--- src/rtl/logic_unit_pkg.sv ---
// Shared definitions for the sequential bit-slice logic unit:
// operation encodings and the controller state type.
package logic_unit_pkg;

    localparam logic [2:0] OP_AND  = 3'b000;
    localparam logic [2:0] OP_OR   = 3'b001;
    localparam logic [2:0] OP_XOR  = 3'b010;
    localparam logic [2:0] OP_NOR  = 3'b011;
    localparam logic [2:0] OP_NOTA = 3'b100;
    localparam logic [2:0] OP_ANDN = 3'b101;
    localparam logic [2:0] OP_XNOR = 3'b110;
    localparam logic [2:0] OP_PASS = 3'b111;

    typedef enum logic [1:0] {
        ST_IDLE = 2'd0,
        ST_RUN  = 2'd1,
        ST_DONE = 2'd2
    } state_t;

endpackage

--- src/rtl/logic_slice.sv ---
// Purely combinational SLICE-wide bitwise operator. The sequential top
// feeds it one slice of the latched operands per RUN cycle.
module logic_slice
    import logic_unit_pkg::*;
#(
    parameter int SLICE = 8
) (
    input  logic [SLICE-1:0] a,
    input  logic [SLICE-1:0] b,
    input  logic [2:0]       op,
    output logic [SLICE-1:0] y
);

    // Select the bitwise function; every encoding is defined, so no bit
    // depends on any other bit position.
    always_comb begin
        y = a;
        case (op)
            OP_AND:  y = a & b;
            OP_OR:   y = a | b;
            OP_XOR:  y = a ^ b;
            OP_NOR:  y = ~(a | b);
            OP_NOTA: y = ~a;
            OP_ANDN: y = a & ~b;
            OP_XNOR: y = ~(a ^ b);
            OP_PASS: y = a;
            default: y = a;
        endcase
    end

endmodule

--- src/rtl/logic_unit_seq.sv ---
// Sequential logic unit: processes WIDTH-bit operands SLICE bits per cycle,
// LSB slice first, then publishes the whole result on Rz.
// Optional feature: define LU_ZERO_FLAG_EN to add the registered 'zero' flag.
module logic_unit_seq
    import logic_unit_pkg::*;
#(
    parameter int WIDTH = 32,
    parameter int SLICE = 8
) (
    input  logic             clk,
    input  logic             clr,
    input  logic             start,
    input  logic [2:0]       op,
    input  logic [WIDTH-1:0] Ra,
    input  logic [WIDTH-1:0] Rb,
    output logic [WIDTH-1:0] Rz,
    output logic             busy,
    output logic             done
`ifdef LU_ZERO_FLAG_EN
    ,
    output logic             zero
`endif
);

    localparam int N  = WIDTH / SLICE;
    localparam int CW = (N > 1) ? $clog2(N) : 1;
    localparam int IW = (WIDTH > 1) ? $clog2(WIDTH) : 1;
    localparam logic [CW-1:0] LAST_SLICE = CW'(N - 1);

    state_t           state_q, state_d;
    logic [CW-1:0]    sliceCnt_q, sliceCnt_d;
    logic [WIDTH-1:0] opA_q, opA_d;
    logic [WIDTH-1:0] opB_q, opB_d;
    logic [2:0]       opSel_q, opSel_d;
    logic [WIDTH-1:0] accum_q, accum_d;
    logic [WIDTH-1:0] rz_q, rz_d;
`ifdef LU_ZERO_FLAG_EN
    logic             zero_q, zero_d;
`endif

    logic [IW-1:0]    bitBase;
    logic [SLICE-1:0] sliceY;

    // Bit offset of the slice being worked on this cycle.
    assign bitBase = IW'(int'(sliceCnt_q) * SLICE);

    logic_slice #(
        .SLICE (SLICE)
    ) u_slice (
        .a  (opA_q[bitBase +: SLICE]),
        .b  (opB_q[bitBase +: SLICE]),
        .op (opSel_q),
        .y  (sliceY)
    );

    // Controller next-state: accept requests in IDLE/DONE, step through the
    // slices in RUN and hand the assembled word to Rz on the final slice.
    always_comb begin
        state_d    = state_q;
        sliceCnt_d = sliceCnt_q;
        opA_d      = opA_q;
        opB_d      = opB_q;
        opSel_d    = opSel_q;
        accum_d    = accum_q;
        rz_d       = rz_q;
`ifdef LU_ZERO_FLAG_EN
        zero_d     = zero_q;
`endif
        case (state_q)
            ST_IDLE, ST_DONE: begin
                if (start) begin
                    opA_d      = Ra;
                    opB_d      = Rb;
                    opSel_d    = op;
                    sliceCnt_d = '0;
                    state_d    = ST_RUN;
                end else begin
                    state_d    = ST_IDLE;
                end
            end
            ST_RUN: begin
                accum_d[bitBase +: SLICE] = sliceY;
                if (sliceCnt_q == LAST_SLICE) begin
                    rz_d    = accum_d;
`ifdef LU_ZERO_FLAG_EN
                    zero_d  = (accum_d == '0);
`endif
                    state_d = ST_DONE;
                end else begin
                    sliceCnt_d = sliceCnt_q + CW'(1);
                end
            end
            default: begin
                state_d = ST_IDLE;
            end
        endcase
    end

    // State and datapath registers; clr low aborts everything immediately.
    always_ff @(posedge clk or negedge clr) begin
        if (!clr) begin
            state_q    <= ST_IDLE;
            sliceCnt_q <= '0;
            opA_q      <= '0;
            opB_q      <= '0;
            opSel_q    <= '0;
            accum_q    <= '0;
            rz_q       <= '0;
        end else begin
            state_q    <= state_d;
            sliceCnt_q <= sliceCnt_d;
            opA_q      <= opA_d;
            opB_q      <= opB_d;
            opSel_q    <= opSel_d;
            accum_q    <= accum_d;
            rz_q       <= rz_d;
        end
    end

`ifdef LU_ZERO_FLAG_EN
    // Zero flag tracks Rz and is loaded on the same edge.
    always_ff @(posedge clk or negedge clr) begin
        if (!clr) begin
            zero_q <= 1'b1;
        end else begin
            zero_q <= zero_d;
        end
    end

    assign zero = zero_q;
`endif

    assign Rz   = rz_q;
    assign busy = (state_q == ST_RUN);
    assign done = (state_q == ST_DONE);

endmodule

--- config.mk ---
export PLATFORM = sky130hd
export DESIGN_NAME = logic_unit_seq
export DESIGN_NICKNAME = d
export VERILOG_FILES = /design/src/rtl/logic_unit_pkg.sv /design/src/rtl/logic_slice.sv /design/src/rtl/logic_unit_seq.sv
export SDC_FILE = /design/constraint.sdc
export NUM_CORES = 1
export LEC_CHECK = 0
export ABC_AREA = 0
export CORE_UTILIZATION = 55
export CTS_CLUSTER_SIZE = 25
export DETAILED_ROUTE_END_ITERATION = 10
export PLACE_DENSITY = 0.81
export SYNTH_ARGS = -nofsm -noshare
export SYNTH_HDL_FRONTEND = slang
export SYNTH_SLANG_ARGS = --single-unit
--- constraint.sdc ---
create_clock -name clk -period 7.36 [get_ports clk]
set_input_delay 0.736 -clock clk [delete_from_list [all_inputs] [get_ports clk]]
set_output_delay 0.736 -clock clk [all_outputs]
set_load 0.05 [all_outputs]
==> impl_results.md, run 1 <==
* Longest Clk Path Bufs at 2
* P_leak at 3.525 nW
* Flops & latches, synth at 135
* Detailed-route via count at 5163
* Routed length per instance at 18.71 um
* Crit. Startpoint: state_q[0]
* Distinct cells, synth at 34
* Die Wd at 112.5 um
* Placer Congestion at 0.8135
* Endpoints failing hold at 0
* Req. time, crit path at 6.62 ns
* FF-to-FF End: Rz[17]
* Initial antenna violation count at 0
* Num ports at 104
* CP max FO at 13
* Worst ir drop on vdd at 0.2495 mV
* Reg power frac at 29.7%
* Pint at 2.530 mW
* Final core utilization at 70.27%
* Final nets at 771
* Port bufs at 103
* Max frequency at 301.2 MHz
* Final worst path period share at 45.11%
* Largest net degree at the start of global routing at 89
* Gr ovfl total at 0
* Final WL at 15850 um
* Layout Cells excl Fill at 847
* Worst setup EP type: primary output
* Syn avg cell area at 11.29 sq um
* H-tree Lvls at 4
* Via density at 6.096
* Period minus WS final at 3.320 ns
* Switching power at 1.960 mW
* Worst-path clk slew at 0.05 ns
* Outcome: finished, final reports clean
* Final setup vio count at 0
* Drt drc at 0
* Worst hold path type: in -> async
* Power, Total at 4.490 mW
* Fin. max-slew vios at 0
* Post-cts gate resize count at 0
* Kind of critical path: reg -> out
* Post-Syn Area at 6719 sq um
* Root Buffer: clkbuf_16
* Sequential area share after synthesis at 50.28%
* Switching Fraction at 43.65%
* Remaining antenna violation count after routing at 0
* Syn Inst Count at 595
* Syn Nets at 679
* # rows at 40
* Placed cell count at 815
* Drt initial violations at 435
* Final hold slack at 0.3453 ns
* Critical Path Source Type: flip-flop
* Clock tree from TritonCTS: done
* R2R Setup Slk at 4.35 ns
* Post-CTS Hold Buffers at 0
* Syn. warnings at 0
* Clk sinks at 135
* Slew margin rel. at 27.26%
* Clk pwr share at 19.0%
* Number of global-route vias before repair at 5206
* DRT Pass-1 Iters at 5
* Layout cells sized above 1 at 18.14%
* DPL Wire Length at 10400 um
* Clk Latency, worst-skew pair at 0.43 ns
* Worst-Margin Slew at 1.090 ns
* Reg2Reg Depth at 5
* Clock buffer count from CTS at 17
* Critical R2R Launch: sliceCnt_q[1]
* # diodes at 0
* Arrival time worst endpoint at 2.58 ns
* Core area at 11960 sq um
* Max-cap violations at 0
* First-pass GRT wire length at 25960 um
* All-Layer GR Usage at 27.11%
* Worst Skew at 0.01585 ns
* Synthesis-to-finish area growth at 25.10%
* RSZ-0062 raised after global routing: no
* Crit path capture: busy
* Total negative setup slack at 0 ns
* Die ar. at 12660 sq um
* Cell Pwr Density at 534.2 nW/um^2
* Setup Buffers After CTS at 0
* Die Height at 112.5 um
* Starting Density at 56.17%
* Combinational share of power at 51.4%
==> power groups by stage <==
stage	combinational (mW)	sequential (mW)	clock [mW]
6_report	2.31	1.33	0.852
3_3_place_gp	2.19	1.31	0
3_5_place_dp	2.29	1.34	0
4_1_cts	2.31	1.33	0.869
2_1_floorplan	1.46	1.51	0
5_1_grt	2.48	1.37	0.905
==> worst min-delay path by stage <==
stage | start | to | slack, ns | depth (start not counted)
2_1_floorplan | clr | Rz[0] | 0.44 | 0
3_3_place_gp | opA_q[17] | opA_q[17] | 0.48 | 1
3_5_place_dp | opA_q[15] | opA_q[15] | 0.49 | 1
4_1_cts | clr | Rz[6] | 0.35 | 1
5_1_grt | clr | Rz[6] | 0.39 | 1
6_report | clr | Rz[6] | 0.35 | 1
==> synth_stat cells (all sizes together) <==
master / count / area share, %
dfrtp: 135 / 50
nand2: 75 / 4.2
mux2: 67 / 11
o21ai: 58 / 4.8
a21oi: 40 / 3.0
nor2: 36 / 2.0
a221oi: 32 / 4.2
inv: 30 / 1.7
buf: 19 / 1.6
mux4: 16 / 5.8
clkbuf: 15 / 0.84
ha: 14 / 2.6
nand3: 11 / 0.82
a31oi: 8 / 2.4
mux2i: 8 / 1.2
o211ai: 8 / 0.89
o31a: 8 / 1.0
nor2b: 3 / 0.28
nor3: 3 / 0.30
clkinv: 2 / 0.11
nand2b: 2 / 0.19
a21o: 1 / 0.11
and3b: 1 / 0.13
nor4: 1 / 0.093
nor4b: 1 / 0.13
or3b: 1 / 0.13
==> kinds of logic after synthesis <==
kind of cell | count (synthesis) | share of synthesized area, %
fa+ha+maj | 14 | 2.607
flops | 135 | 50.28
compound gates | 155 | 16.42
simple gates | 134 | 8.268
buf+inv | 66 | 4.190
mux | 91 | 18.23
==> worst max-delay path, stage by stage, from the launching register on <==
cell	delay, ns
dfrtp_1	0.40
nor2b_1	0.81
clkdlybuf4s50_1	0.96
==> layout by cell type (no fill, tap or decap), types with 4 or more instances in the layout <==
cell | netlist | final
dfrtp_1 | 135 | 135
clkdlybuf4s50_1 | 0 | 102
nand2_1 | 75 | 75
mux2_2 | 67 | 67
o21ai_0 | 42 | 42
a21oi_1 | 40 | 40
nor2_1 | 36 | 36
a221oi_1 | 32 | 32
inv_1 | 30 | 30
clkbuf_16 | 0 | 17
ha_1 | 14 | 14
nand3_1 | 11 | 11
o21ai_2 | 9 | 9
mux4_2 | 8 | 8
mux4_1 | 8 | 8
o211ai_1 | 8 | 8
o31a_1 | 8 | 8
mux2i_1 | 8 | 8
o21ai_1 | 7 | 7
a31oi_4 | 7 | 7
clkbuf_8 | 0 | 5
buf_4 | 0 | 5
clkbuf_1 | 15 | 4
==> state kept, by name, indices dropped and copies added, names as in the netlist <==
name	count
opA_q	32
accum_q	32
opB_q	32
state_q	2
sliceCnt_q	2
Rz	32
opSel_q	3
==> per-layer routing <==
layer	wire, um	global-route usage (%)	vias up
met4	418	11.11	0
met2	8007	45.01	240
met1	6204	33.44	2547
li1	-	-	2346
met3	1219	7.829	30
met5	0	0	-
==> stage by stage <==
step           instance area, sq um  worst slack (ns)
6_report                       8406             4.040
2_1_floorplan                  6719             4.995
5_1_grt                        8406             3.898
3_5_place_dp                   7807             4.386
4_1_cts                        8406             4.044
3_3_place_gp                   7807             4.499
==> final cells by class <==
class | instances | area, sq um
fill | 842 | 3556
sequential | 135 | 3378
multi-input combinational | 394 | 3067
timing repair buffer | 107 | 1059
clock buffer | 26 | 509.2
tap | 147 | 183.9
inverter | 32 | 120.1
clock inverter | 6 | 88.84
Note: power is estimated with default switching activity, not from simulation.
==> inputs of run 2 (changes only) <==
CORE_UTILIZATION = 54   (was 55)
PLACE_DENSITY = 0.8   (was 0.81)
clock period = 3.2 ns   (was 7.36 ns; I/O delays follow)
==> impl_results.md, run 2 (same netlist as run 1, synthesis figures left out) <==
* Outcome: finished, final reports clean
* Worst Skew at 0.008078 ns
* Starting Density at 55.71%
* Routed wl met3 at 977 um
* Crit path max-delay cell type: mux4_1
* Largest net degree at the start of global routing at 80
* P_leak at 3.582 nW
* # rows at 40
* Longest Clk Path Bufs at 2
* Remaining antenna violation count after routing at 0
* Critical R2R Launch: sliceCnt_q[0]
* Worst-Margin Slew at 0.7357 ns
* DPL Wire Length at 11070 um
* Final nets at 781
* Final setup vio count at 0
* RSZ-0062 raised after global routing: no
* Crit path cell chain: buf_4 > mux4_1 > inv_1 > ha_1 > inv_1 > o21ai_0 > o31a_1 > a31oi_2 > o21ai_0
* Synthesis-to-finish area growth at 26.82%
* Post-cts gate resize count at 0
* Final core utilization at 70.64%
* Routed length per instance at 18.52 um
* CP max stage delay at 0.62 ns
* Clk Latency, worst-skew pair at 0.43 ns
* Total negative setup slack at 0 ns
* Worst-path clk slew at 0.06 ns
* Core area at 12060 sq um
* Clock tree from TritonCTS: done
* Power, Total at 10.38 mW
* Area occupied by multi-input gates at 3067 sq um
* Filler cells at 843
* All-Layer GR Usage at 27.52%
* Num ports at 104
* Max frequency at 348.8 MHz
* Gr ovfl total at 0
* Endpoints failing hold at 0
* Drt drc at 0
* Arrival time worst endpoint at 3.14 ns
* Reg2Reg Depth at 9
* Period minus WS final at 2.867 ns
* M1 WL at 6739 um
* Detailed-route via count at 5141
* Port bufs at 103
* FF-to-FF End: accum_q[8]
* Number of global-route vias before repair at 5277
* Highest-count cells in the layout ignoring fill and taps: dfrtp_1, clkdlybuf4s50_1, nand2_1, mux2_2, o21ai_0
* Via density at 5.869
* Fin. max-slew vios at 0
* Root Buffer: clkbuf_16
* # diodes at 0
* Highest metal used: met4
* H-tree Lvls at 4
* Req. time, crit path at 3.47 ns
* Commonest non-fill, non-tap cell in the layout: dfrtp_1
* Placer Congestion at 0.7891
* Reg area at 3378 sq um
* Drt initial violations at 561
* Layout cells sized above 1 at 19.35%
* R2R Setup Slk at 0.33 ns
* Worst setup EP type: flip-flop
* Die Wd at 113.5 um
* Cell Pwr Density at 1218 nW/um^2
* Routed wl met2 at 8102 um
* Final WL at 16230 um
* Max-cap violations at 0
* Worst hold path type: in -> async
* First-pass GRT wire length at 26760 um
* Die Height at 113.5 um
* CP max FO at 14
* Final worst path period share at 89.60%
* Clock buffer count from CTS at 17
* DRT Pass-1 Iters at 5
* Critical Path Source Type: flip-flop
* Slew margin rel. at 50.83%
* Initial antenna violation count at 0
* Clk sinks at 135
* Die ar. at 12890 sq um
* Kind of critical path: reg -> reg
* Worst ir drop on vdd at 0.6754 mV
## run 2: changes by cell type in the layout (fill, tap and decap cells not counted), sizes merged
cell and delta:
buf +9, clkbuf -5, dlygate4sd3 +1, clkinv +4, clkinvlp -1
## run 2: timing repair
item,CTS,global route
hold endpoints to repair,41,0
setup buffers,0,0
hold buffers,1,0
## run 2: worst max path at each step
stage,depth (start not counted),to,from,slack (ns)
floorplan,9,Rz[17],sliceCnt_q[0],0.83
global placement,9,accum_q[16],sliceCnt_q[0],0.45
detailed placement,9,accum_q[8],sliceCnt_q[0],0.39
CTS,9,accum_q[8],sliceCnt_q[0],0.34
global route,9,accum_q[0],sliceCnt_q[0],0.14
finish,9,accum_q[8],sliceCnt_q[0],0.33
## run 2: cell type report
| class | instances | area share [%] |
|---|---|---|
| multi-input combinational | 394 | 35.99 |
| clock inverter | 9 | 1.189 |
| clock buffer | 21 | 5.521 |
| timing repair buffer | 117 | 13.77 |
| inverter | 32 | 1.410 |
| tap | 168 | 2.467 |
| sequential | 135 | 39.65 |
## run 2: critical path, delay by kind of cell (launching register included)
kind,cells,cell delay [ns]
AO/OA/AOI/OAI,4,1.07
multiplexers,1,0.62
buffers and inverters,3,0.41
flip-flops,1,0.36
adder cells (fa/ha/maj),1,0.24
## run 2: layer usage
layer	global-route usage (%)	vias up
li1	-	2355
met1	34.04	2562
met2	45.41	192
met3	7.173	32
met4	12.81	0
met5	0	-
## run 2: power by group
group	total, mW	switching (mW)	internal [mW]
clock	1.88	0.694	1.19
combinational	5.45	3.28	2.17
sequential	3.04	0.579	2.47
total	10.4	4.55	5.83
## run 2: stage by stage
step,instance area (sq um),std cells,setup WS [ns],hold WS [ns]
after detailed placement,7939,845,0.3858,0.3431
after global placement,7939,845,0.4459,0.3340
after global routing,8521,876,0.1384,0.4757
after CTS,8521,876,0.3395,0.4421
after floorplan,6719,595,0.8347,0.02441
final,8521,876,0.3330,0.4290
==> variant, RTL diff (config.mk and constraints of run 2) <==
The parameter `WIDTH` goes from 32 to 64.
--- a/src/rtl/logic_unit_seq.sv
+++ b/src/rtl/logic_unit_seq.sv
@@ -4,7 +4,7 @@
 module logic_unit_seq
     import logic_unit_pkg::*;
 #(
-    parameter int WIDTH = 32,
+    parameter int WIDTH = 64,
     parameter int SLICE = 8
 ) (
     input  logic             clk,
Interface: changed (resized Ra, Rb and Rz); port bits go from 104 to 200. No check against the original RTL was run, so the function may have changed too.
==> variant against run 2 <==
The flow now finishes with violations (negative setup slack). Worst setup slack worse by 400 ps. Final area grew 93%. Total power rose by 110%. Routed wire length increased by 100%. Count of clock-buffer cells in the layout up 18. Worst hold slack worse by 92 ps. Sequential cell count grew 129. Area after synthesis increased by 86%. Critical endpoint is now Rz[25]$_DFFE_PN0P_. Largest power group unchanged.
==> variant: results <==
group,metric,value,unit
run_status,status,"complete, but fails checks",
run_status,violations,"negative setup slack",
grt,grt_pass1_wl,51200,um
timing,tightest_slew,829,ps
clock_network,clk_path_buf_depth,3,
synth,avgSynthCellArea,11.6,sq um
final_layout,drive_gt1_frac,0.274,
grt,track_usage,0.273,
synth,synth_cell_types,63,
place,dp.cells,1542,
setup_path,cpPeakStageDelay,520,ps
synth,synth_common_cells,"dfrtp_1 (264), mux2_2 (139), nand2_1 (100)",
clock_network,cts_htree_levels,1,
setup_path,r2r_cells,12,
power_and_ir_drop,p_leak,0.00692,uW
synth,synth_compound_area_frac,0.109,
route,wirelength,32700,um
grt,grt_max_degree,90,
min_path,hp-class,"in -> async",
synth,synthArstFlopShare,1.00,
timing,postLayoutSetupSlackWorst,-67.0,ps
timing,finClkSkew,18.1,ps
setup_path,startpoint,"sliceCnt_q[0]$_DFFE_PN0P_",
synth,synth.area.mux_share,0.204,
place,post-dp-hpwl,21500,um
place,gp_congestion,0.882,
clock_network,cts_buffers,27,
synth,synthTopCellsByArea,"dfrtp_1 (53%), mux2_2 (13%), mux4_2 (4.7%)",
synth,synth_nets,1229,
place,io_buffers,199,
place,pre_cts_ws,-109,ps
grt,antenna_found_initial,0,
synth,synth-adder-area-share,0.0150,
synth,synth-xor-area-share,0.00140,
setup_path,slowest_stage,"mux4_2",
power_and_ir_drop,ir_drop,0.916,mV
setup_path,worstPathMaxFanout,7,
clock_network,clkSlewWorstSetupHoldPaths,60,ps
synth,ys_seq_area_frac,0.528,
route,drt_iter0_drc,690,
route,post_drt_wl_per_cell,20.4,um
route,vias_per_cell,5.95,
setup_path,crit_end,"Rz[25]$_DFFE_PN0P_",
timing,setup_violations,25,
grt,grt_pass1_vias,9615,
synth,yosysWarningCount,0,
timing,fin_tns_setup,-611,ps
clock_network,insertion_delay,550,ps
final_layout,diodes,0,
clock_network,root_buffer,"clkbuf_16",
route,first_pass_iters,5,
[variant: changes by cell type after synthesis, sizes merged, moves of 31 or more]
cell,before,now
a221oi,32,0
a21oi,40,87
dfrtp,135,264
o21ai,58,89
o22ai,0,32
mux2,67,139
clkbuf,15,50
[variant: critical path, delay by kind of cell (launching register included)]
kind	cells	cell delay (ps)
AOI/OAI and AO/OA	4	790
adders and majority gates	1	240
and+or+nand+nor	2	480
muxes	2	760
buffers and inverters	3	410
DFF	1	490
[variant: how the worst min path moves through the flow]
stage | slack, ps | startpoint | end | cells past startpoint
final | 340 | clr | accum_q[38]$_DFFE_PN0P_ | 2
after global routing | 390 | Ra[21] | opA_q[21]$_DFFE_PN0P_ | 2
after CTS | 380 | Rb[44] | opB_q[44]$_DFFE_PN0P_ | 2
after detailed placement | 370 | clr | Rz[39]$_DFFE_PN0P_ | 1
after global placement | 370 | clr | Rz[38]$_DFFE_PN0P_ | 1
after floorplan | 20 | clr | Rz[0]$_DFFE_PN0P_ | 0
[variant: cell type report]
type | instances | area [sq um]
clock buffer | 39 | 791
clock inverter | 9 | 78.8
fill | 1529 | 6300
inverter | 9 | 36.3
multi-input combinational | 731 | 5770
sequential | 264 | 6610
tap | 285 | 357
timing repair buffer | 270 | 2760
[variant: through the flow]
step	cell area, sq um	hold slack, ps
4_1_cts	16000	379
3_5_place_dp	15100	375
6_report	16400	337
5_1_grt	16400	392
2_1_floorplan	12500	24.4
3_3_place_gp	15100	369
[variant: timing repair]
item	CTS	global route
pin swaps	1	23
gates cloned	0	4
hold buffers	1	0
hold endpoints to repair	86	0
gates resized for setup	9	57
endpoints found under the setup margin	93	120
buffers inserted	3	9
[variant: where the power goes]
group | switching (uW) | internal, uW | leakage [uW]
logic | 6850 | 5560 | 0.00324
registers | 1010 | 4870 | 0.00325
clock network | 1310 | 1790 | 0.000427
total | 9180 | 12200 | 0.00692
[variant: logic make-up (layout without fill, tap and decap cells)]
family / after synthesis / in the layout
buf+inv: 85 / 327
flops: 264 / 264
simple gates: 280 / 280
xor+xnor: 2 / 2
mux: 198 / 198
compound gates: 236 / 236
fa+ha+maj: 15 / 15
[variant: layer usage]
metal  GRT usage  part of all wire
met1       0.378              0.43
met2       0.455              0.48
met3      0.0426             0.064
met4      0.0652             0.025
met5           0                 0
